$ cat src/rtl/prng_pkg.sv
// Shared constants, FSM state type and LCG step function for the PRNG arbiter.
package prng_pkg;

   localparam logic [31:0] LCG_MULTIPLIER = 32'h6B9F42D3;
   localparam logic [31:0] LCG_INCREMENT  = 32'h1C37FA88;

   typedef enum logic [0:0] {
      WARMUP = 1'b0,
      SERVE  = 1'b1
   } prng_state_e;

   // One LCG advance; the product is truncated to 32 bits before the add.
   function automatic logic [31:0] lcg_next(input logic [31:0] cur);
      return (cur * LCG_MULTIPLIER) + LCG_INCREMENT;
   endfunction

endpackage

$ cat src/rtl/prng_lcg_core.sv
// 32-bit LCG state register. A load has priority over a step.
module prng_lcg_core
   import prng_pkg::*;
#(
   parameter logic [31:0] SEED_DEFAULT = 32'h0000_0001
) (
   input  logic        clk,
   input  logic        rst,
   input  logic        load,
   input  logic [31:0] load_val,
   input  logic        step,
   output logic [31:0] state
);

   logic [31:0] state_reg;

   // Load a new seed, or advance once when asked; otherwise hold.
   always_ff @(posedge clk or negedge rst) begin
      if (!rst) begin
         state_reg <= SEED_DEFAULT;
      end else if (load) begin
         state_reg <= load_val;
      end else if (step) begin
         state_reg <= lcg_next(state_reg);
      end
   end

   assign state = state_reg;

endmodule

$ cat src/rtl/prng_req_arbiter.sv
// Round-robin arbiter handing out distinct LCG words to NUM_REQ requesters.
// A warm-up phase after reset or seed load hides the raw seed from consumers.
module prng_req_arbiter
   import prng_pkg::*;
#(
   parameter int          NUM_REQ      = 4,
   parameter int          WARMUP_STEPS = 8,
   parameter logic [31:0] SEED_DEFAULT = 32'h0000_0001
) (
   input  logic               clk,
   input  logic               rst,
   input  logic               seed_load,
   input  logic [31:0]        seed_in,
   input  logic [NUM_REQ-1:0] req,
   output logic [NUM_REQ-1:0] gnt,
   output logic [31:0]        rand_out,
   output logic               rand_valid,
   output logic               ready
);

   localparam int               IDX_W       = (NUM_REQ > 1) ? $clog2(NUM_REQ) : 1;
   localparam prng_state_e      START_STATE = (WARMUP_STEPS == 0) ? SERVE : WARMUP;
   localparam logic [7:0]       WCNT_LAST   = (WARMUP_STEPS == 0) ? 8'd0 : 8'(WARMUP_STEPS - 1);
   localparam logic [IDX_W-1:0] LAST_RESET  = IDX_W'(NUM_REQ - 1);

   prng_state_e        state_reg, state_next;
   logic [7:0]         wcnt_reg, wcnt_next;
   logic [IDX_W-1:0]   last_reg;
   logic [NUM_REQ-1:0] gnt_reg;
   logic [31:0]        rand_out_reg;
   logic               rand_valid_reg;

   logic [31:0]        lcg_state;
   logic               lcg_step;
   logic               grant_fire;
   logic               win_found;
   logic [IDX_W-1:0]   win_idx;
   logic [NUM_REQ-1:0] win_onehot;

   prng_lcg_core #(
      .SEED_DEFAULT(SEED_DEFAULT)
   ) u_lcg (
      .clk      (clk),
      .rst      (rst),
      .load     (seed_load),
      .load_val (seed_in),
      .step     (lcg_step),
      .state    (lcg_state)
   );

   // Round-robin search: first set request starting just after the last winner.
   always_comb begin
      int               cand;
      logic [IDX_W-1:0] cand_idx;
      cand      = 0;
      cand_idx  = '0;
      win_found = 1'b0;
      win_idx   = last_reg;
      for (int i = 1; i <= NUM_REQ; i++) begin
         cand     = (int'(last_reg) + i) % NUM_REQ;
         cand_idx = IDX_W'(cand);
         if (!win_found && req[cand_idx]) begin
            win_found = 1'b1;
            win_idx   = cand_idx;
         end
      end
   end

   generate
      for (genvar gi = 0; gi < NUM_REQ; gi++) begin : g_onehot
         assign win_onehot[gi] = win_found && (win_idx == IDX_W'(gi));
      end
   endgenerate

   // Next-state logic: seed load overrides everything and suppresses grants.
   always_comb begin
      state_next = state_reg;
      wcnt_next  = wcnt_reg;
      lcg_step   = 1'b0;
      grant_fire = 1'b0;
      if (seed_load) begin
         state_next = START_STATE;
         wcnt_next  = 8'd0;
      end else begin
         case (state_reg)
            WARMUP: begin
               lcg_step = 1'b1;
               if (wcnt_reg == WCNT_LAST) begin
                  state_next = SERVE;
                  wcnt_next  = 8'd0;
               end else begin
                  wcnt_next = wcnt_reg + 8'd1;
               end
            end
            SERVE: begin
               grant_fire = win_found;
               lcg_step   = win_found;
            end
            default: state_next = START_STATE;
         endcase
      end
   end

   // FSM state and warm-up counter.
   always_ff @(posedge clk or negedge rst) begin
      if (!rst) begin
         state_reg <= START_STATE;
         wcnt_reg  <= 8'd0;
      end else begin
         state_reg <= state_next;
         wcnt_reg  <= wcnt_next;
      end
   end

   // Remember the winner; a seed load leaves the pointer untouched.
   always_ff @(posedge clk or negedge rst) begin
      if (!rst) begin
         last_reg <= LAST_RESET;
      end else if (grant_fire) begin
         last_reg <= win_idx;
      end
   end

   // Registered one-cycle grant with the pre-advance LCG word.
   always_ff @(posedge clk or negedge rst) begin
      if (!rst) begin
         gnt_reg        <= '0;
         rand_out_reg   <= '0;
         rand_valid_reg <= 1'b0;
      end else begin
         gnt_reg        <= grant_fire ? win_onehot : '0;
         rand_out_reg   <= grant_fire ? lcg_state : 32'd0;
         rand_valid_reg <= grant_fire;
      end
   end

   assign gnt        = gnt_reg;
   assign rand_out   = rand_out_reg;
   assign rand_valid = rand_valid_reg;
   assign ready      = (state_reg == SERVE);

endmodule

$ cat config.mk
export PLATFORM = sky130hd
export DESIGN_NAME = prng_req_arbiter
export DESIGN_NICKNAME = d
export VERILOG_FILES = /design/src/rtl/prng_pkg.sv /design/src/rtl/prng_lcg_core.sv /design/src/rtl/prng_req_arbiter.sv
export SDC_FILE = /design/constraint.sdc
export NUM_CORES = 1
export LEC_CHECK = 0
export ABC_AREA = 1
export CAP_MARGIN = 20
export CORE_UTILIZATION = 57
export CTS_BUF_LIST = sky130_fd_sc_hd__clkbuf_16
export DETAILED_ROUTE_END_ITERATION = 6
export PLACE_DENSITY = 0.77
export SYNTH_ARGS = -nofsm -noshare
export SYNTH_HDL_FRONTEND = slang
export SYNTH_SLANG_ARGS = --single-unit
export TNS_END_PERCENT = 5
$ cat constraint.sdc
create_clock -name clk -period 6.2 [get_ports clk]
set_input_delay 0.62 -clock clk [delete_from_list [all_inputs] [get_ports clk]]
set_output_delay 0.62 -clock clk [all_outputs]
set_load 0.01 [all_outputs]
# Word-level counts from Yosys, hierarchy flattened

Cells that the tools add are included.

Register bits: 80
Input bits: 39
Output and inout bits: 38
Word-level logic and storage cells: 66

Add/subtract/negate cells: 6
Multiply operators: 1
$lt $le $gt $ge: 4
Equal/unequal tests: 5
Muxes and demuxes: 30
Bitwise gates (word level): 1
Reduce and logical (&&, ||, !) cells: 12

Operator list:

| kind                   | count |
|---|---|
| $mux 32                | 3 |
| $add 32x29->32 const B | 1 |
| $mul 32x31->32 const B | 1 |
| $mux 8                 | 3 |
| $mux 1                 | 14 |
| $lt 2x3->1 const B     | 4 |
| $add 8x1->8 const B    | 1 |
| $bmux 1 s2             | 4 |
| $eq 8x3->1 const B     | 1 |
| $mux 2                 | 4 |
| $logic_and 1x1->1      | 7 |
| $add 2x1->2 const B    | 2 |
| $add 2x2->2 const B    | 2 |
| $eq 2x2->1 const B     | 2 |
| $mux 4                 | 1 |
| $logic_not 1->1        | 3 |
| $eq 2x1->1 const B     | 1 |
| $logic_not 2->1        | 1 |
| $ne 2x2->1 const B     | 1 |
| $pmux 1 s2             | 1 |
| $reduce_bool 2->1      | 1 |
| $not 1->1              | 1 |

# Longest topological paths before layout

Depth in word-level cells: 17
Depth in mapped cells: 31
Gate-level depth less buffers: 31

# Modules after synthesis

A second synthesis with hierarchy kept.

Cell total of the unflattened synthesis: 1502
Area, all modules: 13075.0 µm²

Modules (own cells, without submodules):

| module           | times used | cells an instance | area each (µm²) | sequential area each (µm²) |
|---|---|---|---|---|
| prng_lcg_core    | 1          | 1264              | 10998.0         | 802.0 |
| prng_req_arbiter | 1          | 238               | 2077.0          | 1203.7 |

# Worst setup path after synthesis

No wires, ideal clock.

Kind: register -> register
From: register u_lcg.state_reg[7] (netlist: u_lcg.state[7])
To: register u_lcg.state_reg[29] (netlist: u_lcg.state[29])
Setup time: 0.083 ns
Arrival: 5.902 ns
Required time: 6.117 ns
Slack: 0.215 ns
Stages on the path, launching flop included: 24
Path buffers: 0
Period minus slack after synthesis: 5.985 ns
Cells stage by stage: dfrtp_1 -> inv_1 -> fa_1 -> inv_1 -> ha_1 -> or2_2 -> fa_1 -> inv_1 -> fa_1 -> inv_1 -> fa_1 -> fa_1 -> fa_1 -> fa_1 -> ha_1 -> nand2_1 -> nor2_1 -> nand2_1 -> or2_2 -> nand3_1 -> nand2_1 -> nand2_1 -> nor2_1 -> o21ai_0

Word-level cells in the longest chain between the ends: 4

RTL lines:

| what                     | line                | text |
|---|---|---|
| start: declaration       | prng_lcg_core.sv:15 | `logic [31:0] state_reg;` |
| start signal: assignment | prng_lcg_core.sv:22 | `state_reg <= load_val;` |
| start signal: assignment | prng_lcg_core.sv:24 | `state_reg <= lcg_next(state_reg);` |
| $mul 32x31->32           | prng_pkg.sv:14      | `return (cur * LCG_MULTIPLIER) + LCG_INCREMENT;` |
| $add 32x29->32           | prng_pkg.sv:14      |  |
| $mux 32                  | prng_lcg_core.sv:23 | `end else if (step) begin` |
| $mux 32                  | prng_lcg_core.sv:21 | `end else if (load) begin` |

No other way between the ends. The select of a mux whose other input is x is not followed.
A chain may end at the register's enable or synchronous reset.

# Worst setup path after layout

From: register u_lcg.state_reg[4] (netlist: u_lcg.state[4])
To: register u_lcg.state_reg[26] (netlist: u_lcg.state[26])

Same word-level chain as after synthesis.

==> metrics <==
drt initial violations=708; DR WL/cell=~20 um; largest net degree at the start of global routing=52; Worst EP arrival=between 6 and 7 ns; cell count after synthesis=1456; Die X=152 um; post-synthesis cell area=0.0129 sq mm; fmax=163 MHz; hold buffer count at CTS=0; Worst Path Required=around 6.4 ns; # DRC=0; WL met2=17500 um; Rel. slew slack=32.0%; most frequent cells in the layout=inv_1 (404), ha_1 (199), fa_1 (182); Worst setup EP type=flop; hpwl dp=32300 um; status=finished clean; top layer in use=met4; Yosys top cell by area=fa_1; Fin. Hold Viols=0; synth top area cells=fa_1 (30%), ha_1 (21%), dfrtp_1 (15%), inv_1 (12%), nand2_1 (5.5%); Warnings, synthesis=0; TNS Setup=0 ns; asr flop ratio synth=100%; max-cap violations=0; WS Path Type=flop to flop; crit path time final=6.13 ns; first-pass GRT wire length=59800 um; final setup vio count=0; most common cell after layout, fill and taps aside=inv_1; top cell type's share of synthesized area=30.3%; Routed Antenna Nets=0; Initial Utilization=58.6%; worst clock skew=0.0137 ns; Hold Path Class=input pin to asynchronous set/reset pin; part of the cycle the worst path needs=a little over nine tenths; Synth Flop Type=dfrtp_1; Total Wirelength=37900 um; CP Cell Sequence=buf_4 -> ha_2 -> fa_1 -> inv_1 -> fa_1 -> fa_1 -> fa_1 -> inv_1 -> fa_1 -> fa_1 -> fa_1 -> ha_1 -> buf_4 -> a21oi_2 -> o21ai_0 -> a21oi_1 -> nand3_1 -> a21o_1 -> nor2_1 -> o21ai_0 -> nand2_1 -> nand2_1; critical path peak fanout=4; DRT Pass-1 Iters=5; Worst Max-Slew Pin Slew=1.02 ns; # H-tree levels=3; CORE AREA=between 0.02 and 0.025 sq mm; Clock Path Buffers=2; clock-pin slew on the worst setup and hold paths=0.08 ns; IO Port Bufs=76; Startpoint Class=flop; Congestion Overflow GR=0; WL met3=3020 um; vias=10369; Post-synth EDFFs=0; #FFs+latches synth=80; most frequent CP cell=fa_1; IO Count=77; Die Y=152 um; Final Slew Violations=0; setup repair after global routing missed its margin=true; Final Wtd Congestion=0.960; vias in the first global route=11037; Synth cell types=39; Global Route Usage Sum=around a third; antenna cells=0; Mapped Nets=1905; setup ws final=0.0705 ns; Crit path largest cell delay=between 0.5 and 0.6 ns; final net count=2086; CTS tree=yes; clock latency on the worst-skew pair=around 0.36 ns; met1 WL=15900 um; initial antenna violation count=0; share of cells above drive strength 1=approximately 15%; worst slack, placed=-0.0652 ns; Layout area overhead=20.3%; Die Area=roughly 0.023 sq mm; CP max stage cell=fa_1; CTS buffer count=9; sequential area share after synthesis=around 16%; clock sink count=80; filler cell count=1670; CTS Root Cell=clkbuf_16; vias per cell=5.39; Syn Area/Cell=8.84 sq um; number of core rows=54
-- final timing paths --
kind	startpoint	endpoint	slack, ns	depth (start not counted)
max	u_lcg.state[4]	u_lcg.state[26]	0.07	22
min	rst	rand_out[9]	0.22	1
max reg2reg	u_lcg.state[4]	u_lcg.state[26]	0.07	22
min reg2reg	wcnt_reg[1]	wcnt_reg[1]	0.53	1
max in group asynchronous	rst	u_lcg.state[10]	4.86	2
min in group clk	wcnt_reg[1]	wcnt_reg[1]	0.53	1
-- cell families after synthesis --
kind of cell               after synthesis  share of synthesized area, %
xor gates and xnor gates                31                          2.11
DFF                                     80                          15.6
AOI/OAI and AO/OA                      149                          6.96
buffers and inverters                  439                          13.0
and+or+nand+nor                        347                          11.1
adders and majority gates              410                          51.2
-- routing by layer --
layer	track usage [%]	vias up
li1	-	4809
met1	46.2	5068
met2	55.8	415
met3	6.97	77
met4	14.3	0
met5	0	-
-- synth_stat cells, types with 4 or more instances --
cell type  count
o21ai_0       55
buf_2          5
o22ai_2        6
xnor2_1       12
o22ai_1        6
inv_1        420
a31oi_1        6
clkbuf_1       8
nor3_1         7
fa_1         195
dfrtp_1       77
o211ai_2       4
nand3b_1       5
a21oi_1       37
nand4_1       10
o211ai_1       6
xor2_1        19
nor2_1        91
o21ai_1       13
ha_1         215
nand3_1       37
nand2_2        4
o21bai_1       6
nand2_1      187
-- area by class of cell --
| cell class | count | area [sq um] | area share [%] |
|---|---|---|---|
| Clock buffer | 9 | 225 | 1.45 |
| Multi-Input combinational cell | 937 | 9580 | 61.9 |
| Sequential cell | 80 | 2010 | 13.0 |
| Clock inverter | 7 | 110 | 0.711 |
| Timing Repair Buffer | 187 | 1620 | 10.5 |
| Tap cell | 280 | 350 | 2.26 |
| Inverter | 422 | 1590 | 10.2 |
-- stage by stage --
stage | std cells | hold slack (ns) | util (%) | area (sq um)
finish | 1922 | 0.224 | 70.5 | 15500
global route | 1922 | 0.237 | 70.5 | 15500
CTS | 1913 | 0.227 | 68.6 | 15100
detailed placement | 1897 | 0.511 | 66.8 | 14700
global placement | 1897 | 0.504 | 66.8 | 14700
floorplan | 1456 | 0.324 | - | 12900
-- repair_timing --
item / CTS / global route
endpoints found under the setup margin: 6 / 14
pin swaps: 3 / 57
gates cloned: 0 / 0
gates resized for setup: 10 / 106
endpoints found under the hold margin: 0 / 0
setup buffers: 0 / 9
-- critical path, delay by kind of cell (launching register included) --
kind | cells | cell delay, ns
DFF | 1 | 0.45
adders and majority gates | 9 | 3.93
AOI/OAI and AO/OA | 5 | 0.76
and+or+nand+nor | 4 | 0.43
buffers and inverters | 4 | 0.44
Power is left out: the tool's default activity adds up to more than one toggle a clock period on the data nets, which glitch-free logic cannot reach.
